==> config.mk <==
export PLATFORM = sky130hd
export DESIGN_NAME = me_sad_min
export DESIGN_NICKNAME = d
export VERILOG_FILES = /design/src/rtl/me_sad_min.sv
export SDC_FILE = /design/constraint.sdc
export NUM_CORES = 1
export LEC_CHECK = 0
export CORE_MARGIN = 1.5
export CORE_UTILIZATION = 40
export CTS_BUF_LIST = sky130_fd_sc_hd__clkbuf_8
export CTS_CLUSTER_SIZE = 28
export DETAILED_ROUTE_END_ITERATION = 6
export PLACE_DENSITY = 0.58
export SYNTH_ARGS = -nofsm -noshare
export SYNTH_HDL_FRONTEND = slang
export SYNTH_SLANG_ARGS = --single-unit
==> constraint.sdc <==
create_clock -name clk -period 2.8 [get_ports clk]
set_clock_uncertainty 0.1 [all_clocks]
set_input_delay 0.7 -clock clk [delete_from_list [all_inputs] [get_ports clk]]
set_output_delay 0.7 -clock clk [all_outputs]
set_load 0.01 [all_outputs]
==> src/rtl/me_sad_min.sv <==
// Motion-estimation minimum-SAD tracker: scans a WIN_W x WIN_H candidate window in raster
// order and reports the smallest SAD with its (x,y) position through a valid/ready handshake.
//
// state  | meaning
// IDLE   | waiting for start; best_* holds the last completed search
// SEARCH | consuming candidate SADs on sad_valid
// RESULT | best_* presented with result_valid until result_ready
module me_sad_min #(
  parameter int WIN_W = 16,
  parameter int WIN_H = 16,
  parameter int SAD_W = 14,
  localparam int XW = $clog2(WIN_W),
  localparam int YW = $clog2(WIN_H)
) (
  input  logic             clk,
  input  logic             rst,
  input  logic             start,
  input  logic             abort,
  input  logic [SAD_W-1:0] sad_in,
  input  logic             sad_valid,
  input  logic             result_ready,
  output logic             busy,
  output logic             result_valid,
  output logic [SAD_W-1:0] best_sad,
  output logic [XW-1:0]    best_x,
  output logic [YW-1:0]    best_y
);

  typedef enum logic [1:0] {IDLE, SEARCH, RESULT} state_t;

  state_t           state, state_nxt;
  logic [XW-1:0]    col, run_x, x_nxt;
  logic [YW-1:0]    row, run_y, y_nxt;
  logic [SAD_W-1:0] run_min, min_nxt;
  logic             take, last, col_end, launch;

  assign col_end = (col == XW'(WIN_W - 1));
  assign last    = col_end && (row == YW'(WIN_H - 1));
  assign take    = (state == SEARCH) && sad_valid && !abort;
  assign launch  = (state == IDLE) && start && !abort;

  always_comb begin
    state_nxt = state;
    min_nxt   = run_min;
    x_nxt     = run_x;
    y_nxt     = run_y;
    // Strict compare: a tie keeps the earlier candidate.
    if (sad_in < run_min) begin
      min_nxt = sad_in;
      x_nxt   = col;
      y_nxt   = row;
    end
    case (state)
      IDLE:    if (launch) state_nxt = SEARCH;
      SEARCH: begin
        if (abort)                  state_nxt = IDLE;
        else if (sad_valid && last) state_nxt = RESULT;
      end
      RESULT:  if (abort || result_ready) state_nxt = IDLE;
      default: state_nxt = IDLE;
    endcase
  end

  always_ff @(posedge clk or negedge rst) begin
    if (!rst) state <= IDLE;
    else      state <= state_nxt;
  end

  always_ff @(posedge clk or negedge rst) begin
    if (!rst) begin
      busy         <= 1'b0;
      result_valid <= 1'b0;
      best_sad     <= '0;
      best_x       <= '0;
      best_y       <= '0;
      col          <= '0;
      row          <= '0;
      run_min      <= '1;
      run_x        <= '0;
      run_y        <= '0;
    end else begin
      busy         <= (state_nxt == SEARCH);
      result_valid <= (state_nxt == RESULT);
      if (launch) begin
        col     <= '0;
        row     <= '0;
        run_min <= '1;
        run_x   <= '0;
        run_y   <= '0;
      end else if (take) begin
        run_min <= min_nxt;
        run_x   <= x_nxt;
        run_y   <= y_nxt;
        if (last) begin
          // Publish including the final candidate's own comparison.
          best_sad <= min_nxt;
          best_x   <= x_nxt;
          best_y   <= y_nxt;
          col      <= '0;
          row      <= '0;
        end else if (col_end) begin
          col <= '0;
          row <= row + YW'(1);
        end else begin
          col <= col + XW'(1);
        end
      end
    end
  end

endmodule

==> results of run 1 <==
[flip-flops by register name, summed over array words and instances, names as in the netlist, 2 cells and up]
register  flops
best_x        4
run_x         4
state         2
run_min      14
best_y        4
best_sad     14
col           4
row           4
run_y         4
[kinds of logic after synthesis]
kind of cell             synth area share
adder cells (fa/ha/maj)            0.0677
multiplexers                       0.0650
AO/OA/AOI/OAI                       0.153
XOR/XNOR                          0.00632
flip-flops                          0.512
buffers and inverters              0.0510
AND/OR/NAND/NOR                     0.146
[power breakdown]
| part | switching [mW] | total [mW] | internal, mW |
|---|---|---|---|
| Sequential | 0.0286 | 0.899 | 0.870 |
| Combinational | 0.165 | 0.317 | 0.153 |
| Clock | 0.261 | 0.459 | 0.198 |
[worst paths after layout]
kind                              from           to  slack [ps]  cells after the start
max reg2reg                run_min[13]     run_y[3]         500                      8
min                          best_x[2]    best_x[2]         390                      1
min in group asynchronous          rst  best_sad[6]         420                      2
max                         sad_in[13]     run_y[3]         230                      8
max in group asynchronous          rst    best_x[2]        1710                      2
min reg2reg                  best_x[2]    best_x[2]         390                      1
[metal layers]
metal,routed length [um],GRT usage,up-vias,share of wire
met1,2690,0.212,1011,0.49
met4,67,0.0455,0,0.012
met2,2570,0.268,45,0.46
met3,206,0.0371,6,0.037
met5,0,0,-,0
li1,-,-,1091,-
[critical path: stages]
cell and delay (ps):
clkdlybuf4s50_1 430, ha_1 330, nand4_1 120, nor2_1 160
nand3_1 150, buf_4 170, o211a_1 350, o31ai_1 260
[Yosys cell counts, drive strengths merged (3+ instances only)]
| master | instances |
|---|---|
| mux2i | 18 |
| buf | 10 |
| a21oi | 34 |
| o21ai | 3 |
| nor2 | 41 |
| o31ai | 3 |
| nand2 | 27 |
| clkbuf | 4 |
| dfstp | 14 |
| ha | 15 |
| inv | 17 |
| a21o | 4 |
| nor3 | 3 |
| dfrtp | 42 |
| a31oi | 13 |
| nand3 | 13 |
[layout make-up]
cell class / instances / area [um^2] / share of cell area
Inverter: 17 / 63.8 / 0.0184
Tap cell: 80 / 100 / 0.0288
Clock buffer: 6 / 82.6 / 0.0238
Multi-Input combinational cell: 195 / 1210 / 0.349
Sequential cell: 56 / 1420 / 0.408
Clock inverter: 2 / 11.3 / 0.00324
Timing Repair Buffer: 61 / 586 / 0.168
[placed cells by master, fill, tap and decap left out, types with 3 or more instances in the layout]
| cell | n |
|---|---|
| dfrtp_1 | 42 |
| clkdlybuf4s50_1 | 42 |
| o31ai_1 | 3 |
| nor3_1 | 3 |
| mux2i_1 | 18 |
| buf_4 | 16 |
| nand2_1 | 27 |
| nor2_1 | 40 |
| clkbuf_8 | 6 |
| ha_1 | 15 |
| a21o_1 | 4 |
| dfstp_2 | 14 |
| inv_1 | 18 |
| nand3_1 | 13 |
| a31oi_1 | 13 |
| a21oi_1 | 34 |
[per-stage QoR]
stage	setup TNS, ps	worst slack [ps]	hold slack (ps)	instances
after global routing	0	81.9	412	417
after detailed placement	-1520	-104	368	409
final	0	232	387	417
after floorplan	0	505	304	282
after global placement	-798	-54.2	367	409
after CTS	0	207	397	417
==> run_results.csv, run 1 <==
group,metric,value,unit
synthesis,ys_seq_area_frac,0.512,
clock_network,insertion_delay,310,ps
clock_network,post_cts_buffers,0,
floorplan,die_w,86.3,um
synthesis,yosys.area.top_type,"dfrtp_1",
clock_network,cts_buffer_depth,2,
pwr,powerDensity,482,nW/um^2
synthesis,async_flop_share,1.00,
hold_path,hp-class,"reg2reg",
grt,grt_pass1_vias,2089,
worst_setup_path,path_class,"in2reg",
synthesis,yosysWarningCount,0,
job,maxCapViolCount,0,
clock_network,cts_max_level,2,
sta,worst_pin_slew,709,ps
clock_network,cts_tree,"yes",
clock_network,cts.sinks,56,
sta,rsz0062_at_grt,"false",
floorplan,fp.dieArea,7440,um^2
floorplan,die_h,86.3,um
worst_setup_path,required,2920,ps
clock_network,cts-root-buf,"clkbuf_8",
synthesis,synth_flop_cell,"dfrtp_1",
clock_network,cts_buffers,5,
finish,area_growth_syn_to_layout,25.3,%
sta,slew_violations,0,
clock_network,cts_hold_buf,0,
floorplan,num_io_pins,44,
grt,grt_pass1_wl,9.52,mm
synthesis,netlist_area,2770,um^2
route,drc_errors,0,
grt,grtUsageTotal,0.161,
sta,finalCritPeriodShare,0.917,
finish,finish.utilization,0.514,
synthesis,synth-seq-cells,56,
synthesis,syn-instance-count,282,
finish,antenna_cells,0,
sta,max_slew_margin,0.528,
grt,overflow,0,
pwr,power.total,1.68,mW
synthesis,synth-edff-count,0,
pwr,total_leakage_power,1.66,nW
synthesis,synth_area_leaders,"dfrtp_1, dfstp_2, ha_1",
pwr,peakVddDrop,168,uV
finish,fillCellCount,654,
route,antenna_left,0,
worst_setup_path,cp_max_fo,12,
finish,drive_gt1_frac,0.136,
placed_design,post-dp-hpwl,3.78,mm
synthesis,synth_cell_types,34,
sta,period_minus_slack,2570,ps
synthesis,netlist.area_leader.share,0.379,
floorplan,row_count,30,
synthesis,avgSynthCellArea,9.84,um^2
floorplan,core,6760,um^2
clock_network,cts_resized,0,
run_status,status,"finished, final reports clean",
route,routed_via_density,5.16,
grt,grt_max_degree,57,
route,finalWirelength,5.53,mm
route,vias,2153,
worst_setup_path,critPathCaptureType,"flop",
floorplan,start_util,0.411,
sta,max_freq,389,MHz
sta,finalHoldViolCount,0,
worst_setup_path,crit_arrival,2680,ps
sta,setup_viol_count_final,0,
grt,antenna_found_initial,0,
synthesis,syn_nets,317,
finish,final_nets,371,
route,first_pass_iters,6,
placed_design,port_buffers,43,
route,drt-initial-drc-count,86,
clock_network,clk_pin_slew_worst_paths,100,ps
placed_design,place_congestion,0.780,
worst_setup_path,startpoint_type,"input pin",
route,wire_per_inst,13.3,um
placed_design,placed_area,3380,um^2
finish,finalInstanceArea,3480,um^2
Power figures use the tool's default switching activity.
==> run 2, diff against run 1 <==
- CELL_PAD_IN_SITES_DETAIL_PLACEMENT: default -> 2
- CELL_PAD_IN_SITES_GLOBAL_PLACEMENT: default -> 2
- CORE_UTILIZATION: 40 -> 35
- PLACE_DENSITY: 0.58 -> 0.78
- TNS_END_PERCENT: default -> 5
==> run 2 against run 1 <==
Worst hold slack lost 110 ps; core utilization decreased by 4.7 points; cell area grew 3.4%; critical path depth did not move; flip-flop and latch count did not move; sequential power increased by 0.6%; total power is 4.0% higher; setup slack worse by 66 ps; routed wire length increased by 43%; combinational power grew 15%.
==> run_results.csv, run 2 (same netlist as run 1, synthesis figures left out) <==
group,metric,value,unit
floorplan,num_io_pins,44,
placed_design,port_buffers,43,
pwr,total_leakage_power,1.71,nW
worst_setup_path,startpoint_type,"input pin",
worst_setup_path,cp.buffers_inverters,2,
route,drt-initial-drc-count,94,
floorplan,die_w,92.0,um
sta,slew_violations,0,
clock_network,cts_hold_buf,0,
sta,worst_pin_slew,627,ps
grt,grt_max_degree,33,
route,finalWirelength,7.89,mm
pwr,powerDensity,485,nW/um^2
worst_setup_path,slowest_delay,460,ps
clock_network,cts.sinks,56,
clock_network,insertion_delay,320,ps
finish,antenna_cells,0,
finish,finalInstanceArea,3590,um^2
worst_setup_path,cpMaxStageDelayCell,"clkdlybuf4s50_1",
route,routed_via_density,5.18,
finish,multi_input_area,1210,um^2
finish,final_nets,380,
clock_network,cts_buffers,5,
pwr,peakVddDrop,169,uV
route,antenna_left,0,
worst_setup_path,path_class,"in2reg",
sta,setup_viol_count_final,0,
grt,grt_pass1_vias,2731,
placed_design,place_congestion,0.810,
finish,drive_gt1_frac,0.165,
finish,finish.utilization,0.468,
finish,area_growth_syn_to_layout,29.6,%
floorplan,row_count,32,
finish,reg_top3,"best_sad x14, run_min x14",
placed_design,placed_area,3500,um^2
worst_setup_path,cpLargestDelayFamily,"compound AO/OA/AOI/OAI gates",
sta,finalHoldViolCount,0,
floorplan,core,7690,um^2
sta,timing.hold.ws,276,ps
clock_network,cts_buffer_depth,2,
placed_design,post-dp-hpwl,5.98,mm
finish,seq_area,1420,um^2
worst_setup_path,required,2900,ps
worst_setup_path,cp_max_fo,7,
finish,mostFrequentLayoutCells,"dfrtp_1, clkdlybuf4s50_1, nor2_1, a21oi_1, nand2_1",
run_status,status,"finished, final reports clean",
worst_setup_path,critPathCaptureType,"flop",
sta,max_slew_margin,0.582,
hold_path,hp-class,"in2async",
clock_network,cts-root-buf,"clkbuf_8",
grt,grt_pass1_wl,13.6,mm
clock_network,cts_max_level,2,
route,drc_errors,0,
floorplan,start_util,0.361,
grt,grtUsageTotal,0.205,
grt,overflow,0,
job,maxCapViolCount,0,
sta,rsz0062_at_grt,"false",
floorplan,die_h,92.0,um
clock_network,cts_tree,"yes",
sta,period_minus_slack,2630,ps
worst_setup_path,worstPathCellList,"clkdlybuf4s50_1 -> ha_1 -> nand4_1 -> o221a_4 -> o21ai_4 -> buf_12 -> mux2i_1 -> a21oi_1",
grt,antenna_found_initial,0,
route,first_pass_iters,4,
finish,fillCellCount,843,
sta,max_freq,380,MHz
clock_network,clk_pin_slew_worst_paths,110,ps
sta,finalCritPeriodShare,0.941,
route,wire_per_inst,17.6,um
floorplan,fp.dieArea,8470,um^2
worst_setup_path,crit_arrival,2730,ps
route,vias,2319,
==> run 2: changes by cell type in the layout (fill, tap and decap cells not counted) <==
cell,before,now
buf_12,2,4
buf_4,16,23
clkinv_2,0,2
clkinvlp_4,1,0
inv_1,18,17
o211a_1,1,0
o211a_2,0,1
==> run 2: repair_timing <==
item / CTS / global route
buffers inserted: 0 / 0
resized for setup: 0 / 1
setup endpoints to repair: 0 / 2
==> run 2: path summary, 6_finish.rpt <==
check                            start            to  slack, ps  depth (start not counted)
max reg2reg                run_min[13]    run_min[1]        410                         10
max                          sad_in[5]   best_sad[2]        170                          8
min in group clk             best_x[3]     best_x[3]        390                          1
min                                rst  best_sad[10]        280                          1
max in group asynchronous          rst    run_min[2]       1640                          2
min reg2reg                  best_x[3]     best_x[3]        390                          1
==> run 2: cell type report <==
type,count,share of cell area
Inverter,17,0.0178
Timing Repair Buffer,70,0.189
Tap cell,102,0.0355
Clock inverter,2,0.00278
Clock buffer,6,0.0230
Sequential cell,56,0.395
Multi-Input combinational cell,195,0.338
==> run 2: worst reg2reg max path, cell delays in order (launching register included) <==
cell and delay (ps):
dfstp_2 550, inv_1 60, ha_1 320, nand4_1 130, nor2_1 160, nand3_1 160
buf_4 180, o211ai_2 150, buf_4 250, nor2_1 80, a31oi_1 180
==> run 2: report_power, final <==
group | switching (mW) | internal (mW)
Clock | 0.275 | 0.199
Combinational | 0.189 | 0.176
Sequential | 0.0336 | 0.871
==> run 2: per-layer routing <==
metal / global-route usage / part of all wire
met4: 0.0641 / 0.019
met5: 0 / 0
met3: 0.0282 / 0.027
met2: 0.385 / 0.54
met1: 0.238 / 0.42
==> run 2: per-stage QoR <==
step / setup TNS (ps) / instances / setup slack [ps] / power (mW)
after floorplan: 0 / 282 / 505 / 1.11
after global placement: -1770 / 440 / -93.3 / 1.26
after detailed placement: -5330 / 440 / -212 / 1.29
after CTS: 0 / 448 / 125 / 1.77
after global routing: 0 / 448 / 14.3 / 1.83
final: 0 / 448 / 166 / 1.74
